$ cat src/rtl/sdbank_pkg.sv
// Shared types for the SDRAM frame-bank switch: writer/reader FSM states
// and the largest supported bank count.
package sdbank_pkg;

    localparam int MAX_BANKS = 4;

    typedef enum logic [2:0] {
        W_IDLE,
        W_ARM,
        W_WAIT_SYNC,
        W_LOAD,
        W_WAIT_DONE
    } wr_state_t;

    typedef enum logic [2:0] {
        R_IDLE,
        R_LOAD,
        R_GAP,
        R_WAIT_SYNC,
        R_WAIT_DONE
    } rd_state_t;

endpackage

$ cat src/rtl/sdbank_edge_det.sv
// Two-flop register of the frame sync; pulses switch_flag for one cycle
// when the registered sync falls.
module sdbank_edge_det (
    input  logic clk,
    input  logic rst_n,
    input  logic bank_valid,
    output logic switch_flag
);

    logic r0;
    logic r1;

    always_ff @(posedge clk or negedge rst_n) begin
        if (!rst_n) begin
            r0 <= 1'b0;
            r1 <= 1'b0;
        end else begin
            r0 <= bank_valid;
            r1 <= r0;
        end
    end

    assign switch_flag = r1 & ~r0;

endmodule

$ cat src/rtl/sdbank_multi_switch.sv
// Multi-bank frame buffer switch: writer and reader rotate over NUM_BANKS banks
// so they never share a bank. Optional drop/repeat counters with SDBANK_STATS_EN.
module sdbank_multi_switch
    import sdbank_pkg::*;
#(
    parameter int NUM_BANKS = 3,
    parameter int BANK_W    = 2,
    parameter int CNT_W     = 16
) (
    input  logic              clk,
    input  logic              rst_n,
    input  logic              bank_valid,
    input  logic              frame_write_done,
    input  logic              frame_read_done,
    output logic [BANK_W-1:0] wr_bank,
    output logic [BANK_W-1:0] rd_bank,
    output logic              wr_load,
    output logic              rd_load,
    output logic              frame_drop,
    output logic              frame_repeat
`ifdef SDBANK_STATS_EN
    ,
    output logic [CNT_W-1:0]  drop_cnt,
    output logic [CNT_W-1:0]  repeat_cnt
`endif
);

    generate
        if (NUM_BANKS < 3 || NUM_BANKS > MAX_BANKS ||
            NUM_BANKS > (1 << BANK_W) || CNT_W < 1) begin : g_bad_cfg
            $error("sdbank_multi_switch: illegal parameter set");
        end
    endgenerate

    wr_state_t         wr_state;
    wr_state_t         wr_state_next;
    rd_state_t         rd_state;
    rd_state_t         rd_state_next;
    logic              switch_flag;
    logic              write_evt;
    logic              read_evt;
    logic              drop_evt;
    logic              repeat_evt;
    logic [BANK_W-1:0] latest;
    logic              latest_vld;

    // Lowest bank index that is neither of the two excluded banks.
    function automatic logic [BANK_W-1:0] pick_free(input logic [BANK_W-1:0] a,
                                                    input logic [BANK_W-1:0] b);
        pick_free = '0;
        for (int i = NUM_BANKS - 1; i >= 0; i--) begin
            if (BANK_W'(i) != a && BANK_W'(i) != b)
                pick_free = BANK_W'(i);
        end
    endfunction

    sdbank_edge_det u_edge_det (
        .clk         (clk),
        .rst_n       (rst_n),
        .bank_valid  (bank_valid),
        .switch_flag (switch_flag)
    );

    always_ff @(posedge clk or negedge rst_n) begin
        if (!rst_n) begin
            wr_state <= W_IDLE;
            rd_state <= R_IDLE;
        end else begin
            wr_state <= wr_state_next;
            rd_state <= rd_state_next;
        end
    end

    always_comb begin
        wr_state_next = wr_state;
        write_evt     = 1'b0;
        case (wr_state)
            W_IDLE:      wr_state_next = W_ARM;
            W_ARM:       wr_state_next = W_WAIT_SYNC;
            W_WAIT_SYNC: if (switch_flag) wr_state_next = W_LOAD;
            W_LOAD:      wr_state_next = W_WAIT_DONE;
            W_WAIT_DONE: begin
                if (frame_write_done) begin
                    write_evt     = 1'b1;
                    wr_state_next = W_IDLE;
                end
            end
            default:     wr_state_next = W_IDLE;
        endcase
    end

    always_comb begin
        rd_state_next = rd_state;
        read_evt      = 1'b0;
        case (rd_state)
            R_IDLE:      rd_state_next = R_LOAD;
            R_LOAD:      rd_state_next = R_GAP;
            R_GAP:       rd_state_next = R_WAIT_SYNC;
            R_WAIT_SYNC: if (switch_flag) rd_state_next = R_WAIT_DONE;
            R_WAIT_DONE: begin
                if (frame_read_done) begin
                    read_evt      = 1'b1;
                    rd_state_next = R_IDLE;
                end
            end
            default:     rd_state_next = R_IDLE;
        endcase
    end

    // A simultaneous read completion consumes the new frame, so nothing is lost.
    assign drop_evt   = write_evt & ~read_evt & latest_vld;
    assign repeat_evt = read_evt & ~write_evt & ~latest_vld;

    always_ff @(posedge clk or negedge rst_n) begin
        if (!rst_n) begin
            wr_bank      <= '0;
            rd_bank      <= BANK_W'(NUM_BANKS - 1);
            latest       <= '0;
            latest_vld   <= 1'b0;
            wr_load      <= 1'b0;
            rd_load      <= 1'b0;
            frame_drop   <= 1'b0;
            frame_repeat <= 1'b0;
        end else begin
            wr_load      <= (wr_state_next == W_LOAD);
            rd_load      <= (rd_state_next == R_LOAD);
            frame_drop   <= drop_evt;
            frame_repeat <= repeat_evt;
            if (write_evt && read_evt) begin
                rd_bank    <= wr_bank;
                latest     <= wr_bank;
                latest_vld <= 1'b0;
                wr_bank    <= pick_free(wr_bank, rd_bank);
            end else if (write_evt) begin
                latest     <= wr_bank;
                latest_vld <= 1'b1;
                wr_bank    <= pick_free(wr_bank, rd_bank);
            end else if (read_evt && latest_vld) begin
                rd_bank    <= latest;
                latest_vld <= 1'b0;
            end
        end
    end

`ifdef SDBANK_STATS_EN
    always_ff @(posedge clk or negedge rst_n) begin
        if (!rst_n) begin
            drop_cnt   <= '0;
            repeat_cnt <= '0;
        end else begin
            if (drop_evt && drop_cnt != '1)
                drop_cnt <= drop_cnt + 1'b1;
            if (repeat_evt && repeat_cnt != '1)
                repeat_cnt <= repeat_cnt + 1'b1;
        end
    end
`endif

endmodule

$ cat config.mk
export PLATFORM = sky130hd
export DESIGN_NAME = sdbank_multi_switch
export DESIGN_NICKNAME = d
export VERILOG_FILES = /design/src/rtl/sdbank_pkg.sv /design/src/rtl/sdbank_edge_det.sv /design/src/rtl/sdbank_multi_switch.sv
export SDC_FILE = /design/constraint.sdc
export NUM_CORES = 1
export LEC_CHECK = 0
export CAP_MARGIN = 0
export CORE_UTILIZATION = 45
export DETAILED_ROUTE_END_ITERATION = 10
export GPL_TIMING_DRIVEN = 0
export PLACE_DENSITY = 0.76
export SLEW_MARGIN = 20
export SYNTH_ARGS = -nofsm -noshare
export SYNTH_HDL_FRONTEND = slang
export SYNTH_HIERARCHICAL = 1
export SYNTH_SLANG_ARGS = --single-unit
export TNS_END_PERCENT = 30
$ cat constraint.sdc
create_clock -name clk -period 2.32 [get_ports clk]
set_input_delay 0.232 -clock clk [delete_from_list [all_inputs] [get_ports clk]]
set_output_delay 0.232 -clock clk [all_outputs]
set_load 0.005 [all_outputs]
==> results of run 1 <==
kinds of logic after synthesis:
kind of cell | share of synthesized area [%]
and+or+nand+nor | 22.7
DFF | 60.1
AOI/OAI and AO/OA | 9.31
buffers and inverters | 1.89
xor gates and xnor gates | 2.21
muxes | 3.79
power by group through the flow:
stage,clock network (mW),logic (mW),registers [mW]
3_3_place_gp,0,0.280,0.568
4_1_cts,0.174,0.292,0.567
3_5_place_dp,0,0.289,0.575
2_1_floorplan,0,0.183,0.548
6_report,0.164,0.288,0.566
5_1_grt,0.182,0.320,0.592
per-layer routing:
layer,share of wire [%],track usage (%)
met1,48,22.4
met4,1.3,9.09
met3,3.3,2.50
met2,47,25.7
met5,0,0
cell type report:
type                       instances  share of cell area (%)
timing repair buffer              12                    12.5
clock inverter                     1                   0.521
tap                               16                    2.08
multi-input combinational         45                    31.4
inverter                           1                   0.391
clock buffer                       3                    2.34
buffer                             1                    1.17
sequential                        19                    49.6
flip-flops by register name, indices dropped and copies added (netlist names):
name	count
wr_load	1
u_edge_det/r1	1
u_edge_det/r0	1
latest	2
latest_vld	1
rd_load	1
frame_repeat	1
wr_state	3
rd_bank	2
frame_drop	1
wr_bank	2
rd_state	3
how the worst max path moves through the flow:
| stage | from | end | slack, ps | depth (start not counted) |
|---|---|---|---|---|
| finish | rd_bank[1] | rd_bank[1] | 670 | 1 |
| global route | rd_bank[1] | rd_bank[1] | 620 | 1 |
| CTS | rd_bank[1] | rd_bank[1] | 650 | 1 |
| detailed placement | frame_read_done | rd_bank[0] | 850 | 4 |
| global placement | frame_read_done | rd_bank[0] | 870 | 4 |
| floorplan | wr_state[0] | wr_bank[1] | 1200 | 4 |
Yosys cell counts, types with 2 or more instances:
cell | number | area share [%]
sky130_fd_sc_hd__o21ai_0 | 3 | 1.9
sky130_fd_sc_hd__and2_1 | 3 | 2.4
sky130_fd_sc_hd__dfrtp_1 | 18 | 57
sky130_fd_sc_hd__o2bb2ai_1 | 2 | 2.2
sky130_fd_sc_hd__nand4bb_1 | 2 | 2.8
sky130_fd_sc_hd__nor2_1 | 3 | 1.4
sky130_fd_sc_hd__xnor2_1 | 2 | 2.2
sky130_fd_sc_hd__nand2_1 | 11 | 5.2
sky130_fd_sc_hd__mux2i_1 | 3 | 3.8
sky130_fd_sc_hd__nor3_1 | 3 | 1.9
metrics by stage:
stage                     cell area, µm²  total power [mW]
after floorplan                      793             0.731
after global placement               933             0.849
after detailed placement             933             0.864
after CTS                            961              1.03
after global routing                 961              1.09
final                                961              1.02
==> run_results.csv, run 1 <==
group,metric,value,unit
synthesis,share_of_flip_flops_with_an_asynchronous_set_or_reset_after_synthesis,100,%
sta,worst_pin_slew,826,ps
floorplan,ioPinCount,13,
pwr,p_int,687,µW
setup_path,crit_path_cell_trace,"clkdlybuf4s50_1",
clock_tree,post_cts.resized_instances,0,
floorplan,core-area,0.00158,mm²
place,global_placement_routability_congestion,0.754,
route,route.final.wire_length,1290,µm
route,postRouteAntennaNets,0,
sta,whs,366,ps
pwr,switching_portion_of_total_power,32.5,%
synthesis,synth-edff-count,0,
synthesis,synthesis.area,793,µm²
setup_path,worst_flop_to_flop_path_startpoint,"rd_state[0]",
place,pre_cts_worst_setup_slack,849,ps
clock_tree,post-cts-setup-buffers,0,
sta,count_of_final_max_slew_check_failures,0,
floorplan,die_w,44.0,µm
setup_path,timing.reg2reg.setup_slack,1050,ps
sta,slew-limit-headroom,44.8,%
global_routing,vias_in_the_first_global_route,494,
setup_path,crit_path_max_fanout,5,
setup_path,worst_r2r_path_depth,3,
final_layout,final_common_cell,"sky130_fd_sc_hd__dfrtp_1",
clock_tree,clock_tree.buffer_depth,2,
route,post_dr_vias_cell,5.34,
sta,rsz0062_at_grt,"no",
clock_tree,clock_tree_from_tritoncts,"yes",
floorplan,placementRows,14,
global_routing,grt_max_degree,20,
synthesis,synth_seq_cells,19,
sta,fin_tns_setup,0,ps
clock_tree,cts_root_buffer,"sky130_fd_sc_hd__clkbuf_4",
min_path,worstHoldStart,"bank_valid",
route,count_of_vias_placed_by_the_detailed_router,523,
route,drc_errors,0,
pwr,vdd.ir_drop.worst,555,µV
floorplan,design.die.area,0.00193,mm²
global_routing,wire_length_of_the_first_global_routing_pass,2270,µm
synthesis,syn_nets,71,
setup_path,critical_path.reg2reg.endpoint,"rd_bank[0]",
synthesis,synth_cell_type_count,26,
synthesis,ys.flop_type,"sky130_fd_sc_hd__dfrtp_1",
floorplan,die-height,44.0,µm
setup_path,crit_arrival,1410,ps
synthesis,yosysSeqAreaShare,60.1,%
setup_path,cp_data_required_time,2090,ps
synthesis,yosys_warnings,6,
min_path,holdPathEnd,"u_edge_det/r0",
setup_path,timing.critical_path.from_type,"flop",
route,detailedRoute.firstPassIterationCount,6,
clock_tree,cts.htree.levels,1,
min_path,hold_path_class,"in2reg",
final_layout,mostFrequentLayoutCells,"sky130_fd_sc_hd__dfrtp_1, sky130_fd_sc_hd__clkdlybuf4s50_1, sky130_fd_sc_hd__nand2_1",
floorplan,floorplan.initialDensity,50.3,%
sta,layout_setup_ws,674,ps
status,run_status,"finished clean",
place,numPlacedInstances,94,
sta,period_minus_slack,1650,ps
setup_path,critical_path.top_delay_family,"flip-flops",
route,wl_per_cell,13.1,µm
setup_path,critical_path_sink_type,"output pin",
final_layout,multi_input_combinational_cell_area,302,µm²
final_layout,area.growth.synth_to_final,21.1,%
synthesis,synthCells,66,
pwr,relative_contribution_of_the_clock_network_to_total_power,16.1,%
pwr,p_switching,331,µW
setup_path,crit_slowest_cell,"sky130_fd_sc_hd__dfstp_2",
final_layout,non_filler_cells_final,98,
pwr,seq_power_share,55.6,%
route,detailedRoute.firstIterationViolations,4,
final_layout,final_net_count,88,
clock_tree,clkTransAtPathRegs,110,ps
pwr,static-leakage-power,0.424,nW
pwr,pwr_density_cell,1060,mW/mm²
final_layout,drive_gt1_share,11.0,%
setup_path,crit_type,"reg2out",
clock_tree,number_of_hold_buffers_added_after_cts,0,
sta,fin_crit_sh,70.9,%
final_layout,regArea,477,µm²
pwr,pwr-share-comb,28.3,%
flow_run,maxCapViolCount,0,
final_layout,finalCoreUtilization,61.0,%
synthesis,synth.avg_cell_area,12.0,µm²
clock_tree,number_of_buffers_added_by_the_clock_tree_synthesis_step,3,
global_routing,globalRouteTotalUtil,16.6,%
sta,timing_hold_violations_final,0,
global_routing,grt.overflow.total,0,
place,port_buffers,12,
final_layout,filler_cell_count,125,
setup_path,cpPeakStageDelay,610,ps
clock_tree,clock_net_sink_count,19,
clock_tree,worstSkewPairLatency,290,ps
place,hpwl_after_dpl,898,µm
setup_path,crit_buf_inv,1,
global_routing,antenna_violations_before_repair,0,
final_layout,antenna_cells_inserted,0,
min_path,worstHoldPathCells,1,
sta,setup-violations-final,0,
sta,finClkSkew,2.48,ps
sta,achievable-frequency,608,MHz
No activity file was read; power rests on OpenSTA's default activity.
==> inputs of run 2 (changes only) <==
PLACE_DENSITY = 0.79   (was 0.76)
clock period = 1.3 ns   (was 2.32 ns; I/O delays follow)
==> run 2 against run 1 <==
Effect of this change:
- the flow now finishes with violations (design-rule violations)
- final area is 2.1% higher
- clock skew up 5.2 ps
- count of clock-buffer cells in the layout unchanged
- hold slack got worse by 100 ps
- setup slack worse by 610 ps
- first-iteration DRC count increased by 50%
- combinational power increased by 73%
- sequential share of layout area fell by 0.50 points
- register-to-register slack got worse by 980 ps
- die area did not move
- critical path depth unchanged
- highest routed layer unchanged
==> run_results.csv, run 2 (synthesized netlist as in run 1, its figures left out) <==
group,metric,value,unit
clock_tree,clock_tree.buffer_depth,2,
final_layout,regArea,482,µm²
setup_path,crit_path_cell_trace,"clkdlybuf4s50_1",
pwr,finalPower,1.80,mW
place,numPlacedInstances,94,
sta,setup-violations-final,0,
final_layout,final_net_count,89,
route,wl_per_cell,12.6,µm
route,detailedRoute.firstIterationViolations,6,
sta,whs,262,ps
setup_path,timing.reg2reg.setup_slack,70,ps
sta,period_minus_slack,1240,ps
clock_tree,worstSkewPairLatency,300,ps
pwr,static-leakage-power,0.496,nW
clock_tree,clock_net_sink_count,19,
global_routing,wire_length_of_the_first_global_routing_pass,2240,µm
clock_tree,clock_tree_from_tritoncts,"yes",
sta,fin_tns_setup,0,ps
route,drc_errors,1,
place,pre_cts_worst_setup_slack,-53.2,ps
place,dpl-instance-area,933,µm²
floorplan,core-area,0.00158,mm²
sta,fin_crit_sh,95.2,%
sta,finClkSkew,7.72,ps
final_layout,non_filler_cells_final,99,
place,global_placement_routability_congestion,0.724,
sta,worst_pin_slew,815,ps
sta,achievable-frequency,808,MHz
final_layout,mostFrequentLayoutCells,"sky130_fd_sc_hd__dfrtp_1, sky130_fd_sc_hd__nand2_1, sky130_fd_sc_hd__clkdlybuf4s50_1",
global_routing,vias_in_the_first_global_route,517,
floorplan,die_w,44.0,µm
final_layout,largest_regs,"rd_state (3), wr_state (3)",
route,count_of_vias_placed_by_the_detailed_router,532,
setup_path,timing.critical_path.from_type,"flop",
setup_path,critical_path.top_delay_family,"buffers and inverters",
setup_path,critical_path.reg2reg.endpoint,"rd_bank[0]",
final_layout,drive_gt1_share,18.1,%
final_layout,multi_input_combinational_cell_area,307,µm²
final_layout,area.growth.synth_to_final,23.7,%
sta,slew-limit-headroom,45.5,%
route,route.final.wire_length,1250,µm
sta,rsz0062_at_grt,"yes",
place,hpwl_after_dpl,873,µm
setup_path,critical_path_sink_type,"output pin",
setup_path,crit_path_max_fanout,1,
setup_path,crit_buf_inv,1,
clock_tree,cts_root_buffer,"sky130_fd_sc_hd__clkbuf_4",
setup_path,cpPeakStageDelay,490,ps
floorplan,design.die.area,0.00193,mm²
sta,layout_setup_ws,62.6,ps
route,detailedRoute.firstPassIterationCount,6,
min_path,holdPathEnd,"u_edge_det/r0",
global_routing,antenna_violations_before_repair,0,
pwr,pwr_density_cell,1830,mW/mm²
flow_run,maxCapViolCount,0,
sta,count_of_final_max_slew_check_failures,0,
setup_path,worst_flop_to_flop_path_startpoint,"rd_state[0]",
status,violations,"design-rule violations",
floorplan,floorplan.initialDensity,50.3,%
min_path,worstHoldStart,"bank_valid",
status,run_status,"finished with violations",
sta,timing_hold_violations_final,0,
setup_path,crit_arrival,1110,ps
global_routing,grt_max_degree,20,
setup_path,worst_r2r_path_depth,3,
min_path,worstHoldPathCells,1,
min_path,hold_path_class,"in2reg",
pwr,vdd.ir_drop.worst,1190,µV
floorplan,die-height,44.0,µm
setup_path,crit_type,"reg2out",
clock_tree,number_of_buffers_added_by_the_clock_tree_synthesis_step,3,
final_layout,antenna_cells_inserted,0,
final_layout,filler_cell_count,130,
global_routing,globalRouteTotalUtil,16.6,%
clock_tree,clkTransAtPathRegs,110,ps
floorplan,placementRows,14,
clock_tree,number_of_hold_buffers_added_after_cts,0,
setup_path,cp_data_required_time,1170,ps
place,port_buffers,12,
clock_tree,cts.htree.levels,1,
global_routing,grt.overflow.total,0,
route,postRouteAntennaNets,0,
floorplan,ioPinCount,13,
final_layout,finalCoreUtilization,62.2,%
final_layout,final_common_cell,"sky130_fd_sc_hd__dfrtp_1",
final_layout,postLayoutCellArea,981,µm²
setup_path,crit_slowest_cell,"sky130_fd_sc_hd__clkdlybuf4s50_1",
route,post_dr_vias_cell,5.37,
run 2: cell count changes in the layout (fill, tap and decap cells not counted):
cell	previous run	this run
sky130_fd_sc_hd__clkdlybuf4s50_1	12	5
sky130_fd_sc_hd__dfrtp_1	18	14
sky130_fd_sc_hd__dfrtp_2	0	4
sky130_fd_sc_hd__dlygate4sd2_1	0	4
sky130_fd_sc_hd__dlymetal6s2s_1	0	3
sky130_fd_sc_hd__buf_4	0	1
sky130_fd_sc_hd__nand4bb_1	2	1
sky130_fd_sc_hd__nand4bb_2	0	1
run 2: cell type report:
cell class / instances / area share (%)
sequential: 19 / 49.1
multi-input combinational: 45 / 31.2
timing repair buffer: 13 / 13.3
clock buffer: 3 / 2.30
tap: 16 / 2.04
buffer: 1 / 1.15
clock inverter: 1 / 0.510
inverter: 1 / 0.383
run 2: repair_timing:
item	4_1_cts	5_1_grt
resized for setup	7	5
setup buffers	1	0
endpoints found under the setup margin	4	5
run 2: metal layers:
| layer | wire length [µm] | part of all wire (%) | GRT usage, % | vias up |
|---|---|---|---|---|
| met4 | 29 | 2.3 | 9.09 | 0 |
| met5 | 0 | 0 | 0 | - |
| met1 | 566 | 45 | 20.7 | 243 |
| li1 | - | - | - | 271 |
| met3 | 59 | 4.7 | 5.00 | 4 |
| met2 | 595 | 48 | 26.0 | 14 |
run 2: worst max path at each step:
| stage | startpoint | to | slack, ps | cells after the start |
|---|---|---|---|---|
| after CTS | frame_repeat | frame_repeat | 10 | 1 |
| after global placement | frame_read_done | rd_bank[0] | -40 | 4 |
| final | rd_load | rd_load | 60 | 1 |
| after global routing | wr_state[1] | wr_bank[1] | -10 | 4 |
| after detailed placement | frame_read_done | rd_bank[0] | -50 | 4 |
| after floorplan | wr_state[0] | wr_bank[1] | 180 | 4 |
run 2: power by group:
group          switching, mW  internal (mW)  total, mW
clock                  0.174          0.115      0.288
combinational          0.186          0.311      0.497
sequential             0.222          0.791       1.01
total                  0.582           1.22       1.80
